File: config.mk
export PLATFORM = sky130hd
export DESIGN_NAME = mem_port_arbiter_3_flat
export DESIGN_NICKNAME = d
export VERILOG_FILES = /design/src/rtl/mem_port_arbiter_3_if.sv /design/src/rtl/mem_port_arbiter_3.sv /design/src/flat_wrapper.sv
export SDC_FILE = /design/constraint.sdc
export NUM_CORES = 1
export LEC_CHECK = 0
export ABC_AREA = 1
export BUFFER_PORTS_ARGS = -buffer_cell sky130_fd_sc_hd__buf_2
export CORE_MARGIN = 5
export CORE_UTILIZATION = 30
export CTS_CLUSTER_SIZE = 30
export DETAILED_ROUTE_END_ITERATION = 8
export PLACE_DENSITY_LB_ADDON = 0.25
export SYNTH_ARGS = -nofsm -noshare
export SYNTH_HDL_FRONTEND = slang
export SYNTH_SLANG_ARGS = --single-unit
File: constraint.sdc
create_clock -name clk_i -period 2.4 [get_ports clk_i]
set_input_delay 0.72 -clock clk_i [delete_from_list [all_inputs] [get_ports clk_i]]
set_output_delay 0.72 -clock clk_i [all_outputs]
set_load 0.01 [all_outputs]
File: src/rtl/mem_port_arbiter_3_if.sv
// Handshake bundle between the three memory requesters and the port arbiter.
// The master modport is the requester side; the slave modport is the arbiter.
interface mem_port_arbiter_3_if;
    logic [2:0] req_i;
    logic [2:0] done_i;
    logic [2:0] gnt_o;
    logic [1:0] sel_o;
    logic       busy_o;
    logic       timeout_o;

    modport master (
        output req_i,
        output done_i,
        input  gnt_o,
        input  sel_o,
        input  busy_o,
        input  timeout_o
    );

    modport slave (
        input  req_i,
        input  done_i,
        output gnt_o,
        output sel_o,
        output busy_o,
        output timeout_o
    );
endinterface

File: src/rtl/mem_port_arbiter_3.sv
// Round-robin arbiter sharing one data-memory port among three requesters.
// A grant is held until the owner strobes done_i, and there is always one idle
// cycle between grants. sel_o keeps the last owner while idle, so it never reads 3.
// Optional hold-time watchdog: define ARB_TIMEOUT_EN to enable it.
module mem_port_arbiter_3 #(
    parameter int unsigned HOLD_MAX = 16,
    parameter int unsigned CNT_W    = 8
) (
    input  logic                 clk_i,
    input  logic                 rst_i,
    mem_port_arbiter_3_if.slave  bus
);

    typedef enum logic {
        IDLE  = 1'b0,
        GRANT = 1'b1
    } state_t;

    state_t     state_q, state_n;
    logic [2:0] gnt_q, gnt_n;
    logic [1:0] sel_q, sel_n;
    logic [1:0] last_q, last_n;
    logic       timeout_q, timeout_n;

    logic       win_found;
    logic [1:0] win_idx;
    logic [1:0] cand;

    // Parameter sanity guard: an illegal HOLD_MAX/CNT_W pairing elaborates this empty block.
    if (HOLD_MAX < 2 || HOLD_MAX > 255 || (64'd1 << CNT_W) <= 64'(HOLD_MAX)) begin : g_bad_cfg
    end

`ifdef ARB_TIMEOUT_EN
    localparam logic [CNT_W-1:0] HOLD_LAST = CNT_W'(HOLD_MAX - 1);
    localparam logic [CNT_W-1:0] HOLD_SAT  = CNT_W'(HOLD_MAX);
    logic [CNT_W-1:0] cnt_q, cnt_n;
`endif

    // Round-robin winner: scan (last+1), (last+2), (last) modulo 3.
    always_comb begin
        win_found = 1'b0;
        win_idx   = '0;
        cand      = '0;
        for (int unsigned k = 1; k <= 3; k++) begin
            cand = 2'((32'(last_q) + k) % 3);
            if (!win_found && bus.req_i[cand]) begin
                win_found = 1'b1;
                win_idx   = cand;
            end
        end
    end

    // Next-state and next-output logic.
    always_comb begin
        state_n   = state_q;
        gnt_n     = gnt_q;
        sel_n     = sel_q;
        last_n    = last_q;
        timeout_n = 1'b0;
`ifdef ARB_TIMEOUT_EN
        cnt_n     = cnt_q;
`endif
        case (state_q)
            IDLE: begin
                if (win_found) begin
                    state_n = GRANT;
                    gnt_n   = 3'b001 << win_idx;
                    sel_n   = win_idx;
                    last_n  = win_idx;
`ifdef ARB_TIMEOUT_EN
                    cnt_n   = '0;
`endif
                end
            end
            GRANT: begin
                // done_i wins over a coincident watchdog expiry.
                if (bus.done_i[sel_q]) begin
                    state_n = IDLE;
                    gnt_n   = '0;
                end
`ifdef ARB_TIMEOUT_EN
                else if (cnt_q == HOLD_LAST) begin
                    state_n   = IDLE;
                    gnt_n     = '0;
                    timeout_n = 1'b1;
                end else if (cnt_q < HOLD_SAT) begin
                    cnt_n = cnt_q + 1'b1;
                end
`endif
            end
            default: begin
                state_n = IDLE;
                gnt_n   = '0;
            end
        endcase
    end

    // State and registered outputs, synchronous reset.
    always_ff @(posedge clk_i) begin
        if (rst_i) begin
            state_q   <= IDLE;
            gnt_q     <= '0;
            sel_q     <= 2'd0;
            last_q    <= 2'd2;
            timeout_q <= 1'b0;
        end else begin
            state_q   <= state_n;
            gnt_q     <= gnt_n;
            sel_q     <= sel_n;
            last_q    <= last_n;
            timeout_q <= timeout_n;
        end
    end

`ifdef ARB_TIMEOUT_EN
    // Hold counter: cleared on grant entry, counts GRANT cycles.
    always_ff @(posedge clk_i) begin
        if (rst_i) cnt_q <= '0;
        else       cnt_q <= cnt_n;
    end
    assign bus.timeout_o = timeout_q;
`else
    assign bus.timeout_o = 1'b0;
`endif

    assign bus.gnt_o  = gnt_q;
    assign bus.sel_o  = sel_q;
    assign bus.busy_o = |gnt_q;

endmodule

File: src/flat_wrapper.sv
// flat-port wrapper written by rule: the top's interface ports become plain ports
module mem_port_arbiter_3_flat 
#(
    parameter int unsigned HOLD_MAX = 16,
    parameter int unsigned CNT_W    = 8
)
  (clk_i, rst_i, bus_req_i, bus_done_i, bus_gnt_o, bus_sel_o, bus_busy_o, bus_timeout_o);
  mem_port_arbiter_3_if bus_i ();
  input  logic clk_i;
  input  logic rst_i;
  input wire logic [$bits(bus_i.req_i)-1:0] bus_req_i;
  input wire logic [$bits(bus_i.done_i)-1:0] bus_done_i;
  output wire logic [$bits(bus_i.gnt_o)-1:0] bus_gnt_o;
  output wire logic [$bits(bus_i.sel_o)-1:0] bus_sel_o;
  output wire logic [$bits(bus_i.busy_o)-1:0] bus_busy_o;
  output wire logic [$bits(bus_i.timeout_o)-1:0] bus_timeout_o;
  assign bus_i.req_i = bus_req_i;
  assign bus_i.done_i = bus_done_i;
  assign bus_gnt_o = bus_i.gnt_o;
  assign bus_sel_o = bus_i.sel_o;
  assign bus_busy_o = bus_i.busy_o;
  assign bus_timeout_o = bus_i.timeout_o;
  mem_port_arbiter_3 #(.HOLD_MAX(HOLD_MAX), .CNT_W(CNT_W)) u_core (.clk_i(clk_i), .rst_i(rst_i), .bus(bus_i));
endmodule
==> results.toml, run 1 <==
[cells_and_area]
final_layout_size_suffix_gt1_frac = 0.2813
stdcell_area_um2 = 618.1
most-common-layout-cells = "17 x nand2_1, 13 x buf_2, 9 x nand3_1, 9 x nor2_1"
nets = 108
layout_commonest_cell = "nand2_1"
diodes = 0
area_delta_synth_final_pct = 17.34

[floorplan]
start_util = 0.3119
fp-row-count = 15
die-area_mm2 = 0.002694
die_w_um = 51.90
io-pin-count = 15
die_h_um = 51.90
fp.coreArea_mm2 = 0.001689

[clocking]
htreeDepth = 1
clk-insertion-delay-late_ns = 0.26
cts_resized = 0
tritoncts = "yes"
cts_buffer_depth = 2
ctsHoldBuffers = 0
clkSinkCount = 7
cts-buffers-inserted = 3
clk_root_buffer_cell = "clkbuf_4"
clkTransAtPathRegs_ns = 0.06
post-cts-setup-buffers = 0

[hold_path]
hold_start = "u_core.bus.gnt_o[2]"
holdPathStages = 2
min_to = "u_core.bus.gnt_o[2]"
hp-class = "flop to flop"

[timing]
max_freq_mhz = 534.5
period_share = 0.7795
slew_violations = 0
rsz0062_at_grt = "false"
setup_tns_ns = 0
fin_skew_ns = 0.004994
hold_slack_ns = 0.4964
fin_crit_ns = 1.871
setup_violations = 0
report.final.hold_viol_count = 0
layout_setup_ws_ns = 0.5292

[route]
drc = 0
viasPerCell = 4.858
drtIter0Drc = 10
num_vias = 549
post_drt_wl_per_cell_um = 10.19
wl_mm = 1.151
first_pass_iters = 4
ant_nets = 0

[yosys]
syn_inst = 82
syn_area_um2 = 526.8
yosysWarningCount = 0
ys_ff_latch = 7
synth-seq-area-share = 0.2660
synth_top_area_share = 0.2660
yosysUniqueCellTypes = 19
yosysTopAreaCell = "dfxtp_1"
synth.area.top_cells = "dfxtp_1 27%, nand2_1 12%, nand3_1 8.6%, ha_1 7.1%, a21oi_1 6.7%"
syn_avg_cell_area_um2 = 6.424
syn-num-nets = 93

[place]
place.gp.congestion = 0.8361
place_area_um2 = 590.6
io_buffers = 13
place_ws_ns = 0.5361
dp_hpwl_um = 948.5

[setup_path]
start_kind = "flop"
slowest_delay_ns = 0.43
crit_slowest_cell = "ha_1"
worst-setup-path-type = "flop to flop"
path_cells = "inv_1, ha_1, inv_2, nand2_1, nand3_1, nand2_2, nand2_2, o21ai_4, nand3_1, a21oi_1"
endpoint_kind = "flop"
cp_max_fo = 8
cp_data_required_time_ns = 2.59
rr_worst_depth = 10
cp.arrival_ns = 2.06
r2r_slack_ns = 0.53
reg2reg_to = "u_core.bus.gnt_o[0]"
reg2reg_from = "u_core.last_q[0]"

[global_route]
grt_overflow = 0
antenna_found_initial = 0
grt_pass1_wl_mm = 1.842
grt_pass1_vias = 468
grtUsageTotal = 0.08857
grt_max_degree = 9

[power_and_ir_drop]
power_density_mw_per_mm2 = 1284
vdd_drop_max_mv = 0.4346
p_total_mw = 0.7935
p_leak_nw = 0.3199

[job]
cap_viol_max_count = 0

[status]
status = "completed"
==> where the power goes <==
group / total [mW] / switching, mW / leakage [nW] / internal, mW
Sequential: 0.193 / 0.0337 / 0.0578 / 0.160
Clock: 0.108 / 0.0467 / 0.0177 / 0.0610
Combinational: 0.492 / 0.312 / 0.244 / 0.180
==> routing by layer <==
metal	share of wire	track usage	vias up
li1	-	-	294
met1	0.50	0.1239	247
met2	0.47	0.1297	8
met3	0.027	0.02579	0
met4	0	0.02620	0
met5	0	0	-
==> stage by stage <==
stage,utilization,cells
after CTS,0.3659,113
after detailed placement,0.3496,109
after global routing,0.3659,113
final,0.3659,113
after global placement,0.3496,109
after floorplan,-,82
==> kinds of logic (layout without fill, tap and decap cells) <==
| family | after synthesis | in the layout | share of synthesized area |
|---|---|---|---|
| adders and majority gates | 3 | 3 | 0.07127 |
| buffers and inverters | 13 | 27 | 0.1140 |
| DFF | 7 | 7 | 0.2660 |
| and+or+nand+nor | 45 | 45 | 0.3943 |
| AOI/OAI and AO/OA | 13 | 13 | 0.1473 |
| other | 1 | 1 | 0.007119 |
==> cells in the mapped netlist <==
master   count
nand2_1     17
nand3_1      9
nor2_1       9
a21oi_1      7
dfxtp_1      7
inv_1        7
nand2_2      4
o21ai_1      4
buf_4        3
ha_1         3
inv_2        3
nand4_1      2
a31oi_1      1
conb_1       1
nand3_2      1
nor2_2       1
nor3_1       1
o21ai_4      1
or3_1        1
==> registers in the layout, indices dropped and copies added, names as in the netlist <==
| name | cells |
|---|---|
| u_core.bus.gnt_o | 3 |
| u_core.bus.sel_o | 1 |
| u_core.last_q | 2 |
| u_core.state_q | 1 |
==> critical path, delay by kind of cell (launching register included) <==
| kind | cells | cell delay, ns |
|---|---|---|
| and+or+nand+nor | 5 | 0.40 |
| adders and majority gates | 1 | 0.43 |
| buffers and inverters | 2 | 0.19 |
| DFF | 1 | 0.42 |
| AOI/OAI and AO/OA | 2 | 0.37 |
==> cell type report <==
class                      count  area (um2)
fill                         197        1071
clock inverter                 1       5.005
inverter                      10       37.54
timing repair buffer          13       65.06
clock buffer                   3       22.52
sequential                     7       140.1
multi-input combinational     62       326.6
tap                           17       21.27
==> worst max-delay path by stage <==
stage,startpoint,to,slack [ns],cells after the start
2_1_floorplan,u_core.last_q[0],u_core.bus.gnt_o[0],0.76,10
3_3_place_gp,u_core.last_q[0],u_core.bus.gnt_o[0],0.56,10
3_5_place_dp,u_core.last_q[0],u_core.bus.gnt_o[0],0.54,11
4_1_cts,u_core.last_q[0],u_core.bus.gnt_o[1],0.52,10
5_1_grt,u_core.last_q[0],u_core.bus.gnt_o[0],0.29,10
6_report,u_core.last_q[0],u_core.bus.gnt_o[0],0.53,10
Note: power is estimated with default switching activity, not from simulation.
==> run 2: changes to the inputs <==
==> constraint.sdc (replaced) <==
create_clock -name clk_i -period 1.8 [get_ports clk_i]
set_input_delay 0.54 -clock clk_i [delete_from_list [all_inputs] [get_ports clk_i]]
set_output_delay 0.54 -clock clk_i [all_outputs]
set_load 0.01 [all_outputs]
==> run 2 against run 1 <==
Sequential cell count unchanged. Via count decreased by 2.7%. Hold slack got worse by 0.0086 ns. Power increased by 42%. Core utilization increased by 1.8 points. Die area unchanged. Clock skew about the same. Final cell count increased by 0.88%. Register-to-register slack got worse by 0.39 ns. Sequential power increased by 35%.
==> results.toml, run 2 (synthesis gave the netlist of run 1 again) <==
[setup_path]
path_depth = 11
cp-endpoint = "u_core.bus.gnt_o[0]"
cp_top_family = "simple AND/OR/NAND/NOR gates"
reg2reg_from = "u_core.last_q[0]"
cp_max_fo = 8
slowest_delay_ns = 0.32
crit_buf_inv = 2
start_kind = "flop"
cp_data_required_time_ns = 1.95
r2r_slack_ns = 0.14
path_cells = "inv_1, ha_4, inv_2, nand2_1, nand3_1, nand2_2, nand2_2, o21ai_4, nor2_1, nand2_1, a21oi_1"
crit_slowest_cell = "dfxtp_1"
endpoint_kind = "flop"
rr_worst_depth = 11
worst-setup-path-type = "flop to flop"
reg2reg_to = "u_core.bus.gnt_o[0]"
cp.arrival_ns = 1.81
startpoint = "u_core.last_q[0]"

[job]
cap_viol_max_count = 0

[cells_and_area]
most-common-layout-cells = "17 x nand2_1, 13 x buf_2, 9 x nor2_1"
stdcell_area_um2 = 648.1
largest_register_ffs = 3
diodes = 0
nets = 109
final_layout_size_suffix_gt1_frac = 0.3196
fin_util = 0.3837
area_delta_synth_final_pct = 23.04
stdcell_count = 114
layout_commonest_cell = "nand2_1"
fill_cells = 196

[route]
drtIter0Drc = 7
first_pass_iters = 4
num_vias = 534
wl_mm = 1.219
drc = 0
viasPerCell = 4.684
ant_nets = 0
post_drt_wl_per_cell_um = 10.69

[timing]
period_share = 0.9224
rsz0062_at_grt = "false"
fin_skew_ns = 0.004649
hold_slack_ns = 0.4878
setup_tns_ns = 0
layout_setup_ws_ns = 0.1397
report.final.hold_viol_count = 0
setup_violations = 0
fin_crit_ns = 1.660
slew_violations = 0
max_freq_mhz = 602.3

[clocking]
cts_resized = 0
cts_buffer_depth = 2
ctsHoldBuffers = 0
post-cts-setup-buffers = 0
tritoncts = "yes"
htreeDepth = 1
clkTransAtPathRegs_ns = 0.06
cts-buffers-inserted = 3
clk_root_buffer_cell = "clkbuf_4"
clk-insertion-delay-late_ns = 0.25
clkSinkCount = 7

[floorplan]
die_h_um = 51.90
start_util = 0.3119
die-area_mm2 = 0.002694
io-pin-count = 15
fp.coreArea_mm2 = 0.001689
die_w_um = 51.90
fp-row-count = 15

[power_and_ir_drop]
p_leak_nw = 0.3244
p_total_mw = 1.129
power_density_mw_per_mm2 = 1743
seq_power_share = 0.231
power_frac_comb = 0.639
internal-power_mw = 0.5835
p_sw_frac = 0.4833
vdd_drop_max_mv = 0.5706
power_frac_clock = 0.129
p_sw_mw = 0.5459

[place]
place_area_um2 = 598.1
io_buffers = 13
dp_hpwl_um = 976.9
place.gp.congestion = 0.7956
place_ws_ns = 0.07105
dp_cells = 110

[status]
status = "completed"

[global_route]
grtUsageTotal = 0.09270
grt_pass1_vias = 474
grt_overflow = 0
antenna_found_initial = 0
grt_pass1_wl_mm = 1.869
grt_max_degree = 9

[hold_path]
hp-class = "flop to flop"
-- run 2: changes by cell type in the layout (fill, tap and decap cells not counted) --
cell / previous run / this run
nand3_1: 9 / 7
dfxtp_2: 0 / 1
buf_4: 0 / 1
ha_1: 3 / 2
ha_4: 0 / 1
clkbuf_1: 0 / 1
nand3_2: 1 / 3
dfxtp_1: 7 / 6
clkinv_2: 1 / 0
-- run 2: area by class of cell --
cell class	instances	area (um2)	area share
clock buffers	4	26.28	0.04054
inverters	10	37.54	0.05792
multi-input cells	62	349.1	0.5386
flip-flops and latches	7	141.4	0.2181
well taps	17	21.27	0.03282
repair buffers	14	72.57	0.1120
-- run 2: how the worst min path moves through the flow --
stage	start	cells after the start	slack (ns)	end
6_report	u_core.bus.gnt_o[2]	2	0.49	u_core.bus.gnt_o[2]
5_1_grt	u_core.bus.gnt_o[2]	2	0.52	u_core.bus.gnt_o[2]
4_1_cts	u_core.bus.gnt_o[2]	2	0.49	u_core.bus.gnt_o[2]
3_5_place_dp	u_core.bus.gnt_o[2]	2	0.48	u_core.bus.gnt_o[2]
3_3_place_gp	u_core.bus.gnt_o[2]	2	0.48	u_core.bus.gnt_o[2]
2_1_floorplan	u_core.last_q[1]	2	0.45	u_core.last_q[1]
-- run 2: power by group through the flow --
stage | Clock [mW] | Sequential, mW | Combinational, mW
2_1_floorplan | 0 | 0.266 | 0.524
3_3_place_gp | 0 | 0.255 | 0.672
3_5_place_dp | 0 | 0.257 | 0.673
4_1_cts | 0.150 | 0.254 | 0.675
5_1_grt | 0.158 | 0.275 | 0.810
6_report | 0.146 | 0.261 | 0.722
-- run 2: metal layers --
metal  share of wire  vias up  track usage  wire length (um)
li1                -      294            -                 -
met1            0.47      233       0.1115               579
met2            0.49        7       0.1485               595
met3           0.036        0      0.04011                44
met4               0        0      0.02620                 0
met5               0        -            0                 0
-- run 2: tightest hold or removal path, stage by stage (launching register included) --
cell	delay, ns
dfxtp_1	0.31
nand3_1	0.07
a21oi_1	0.05
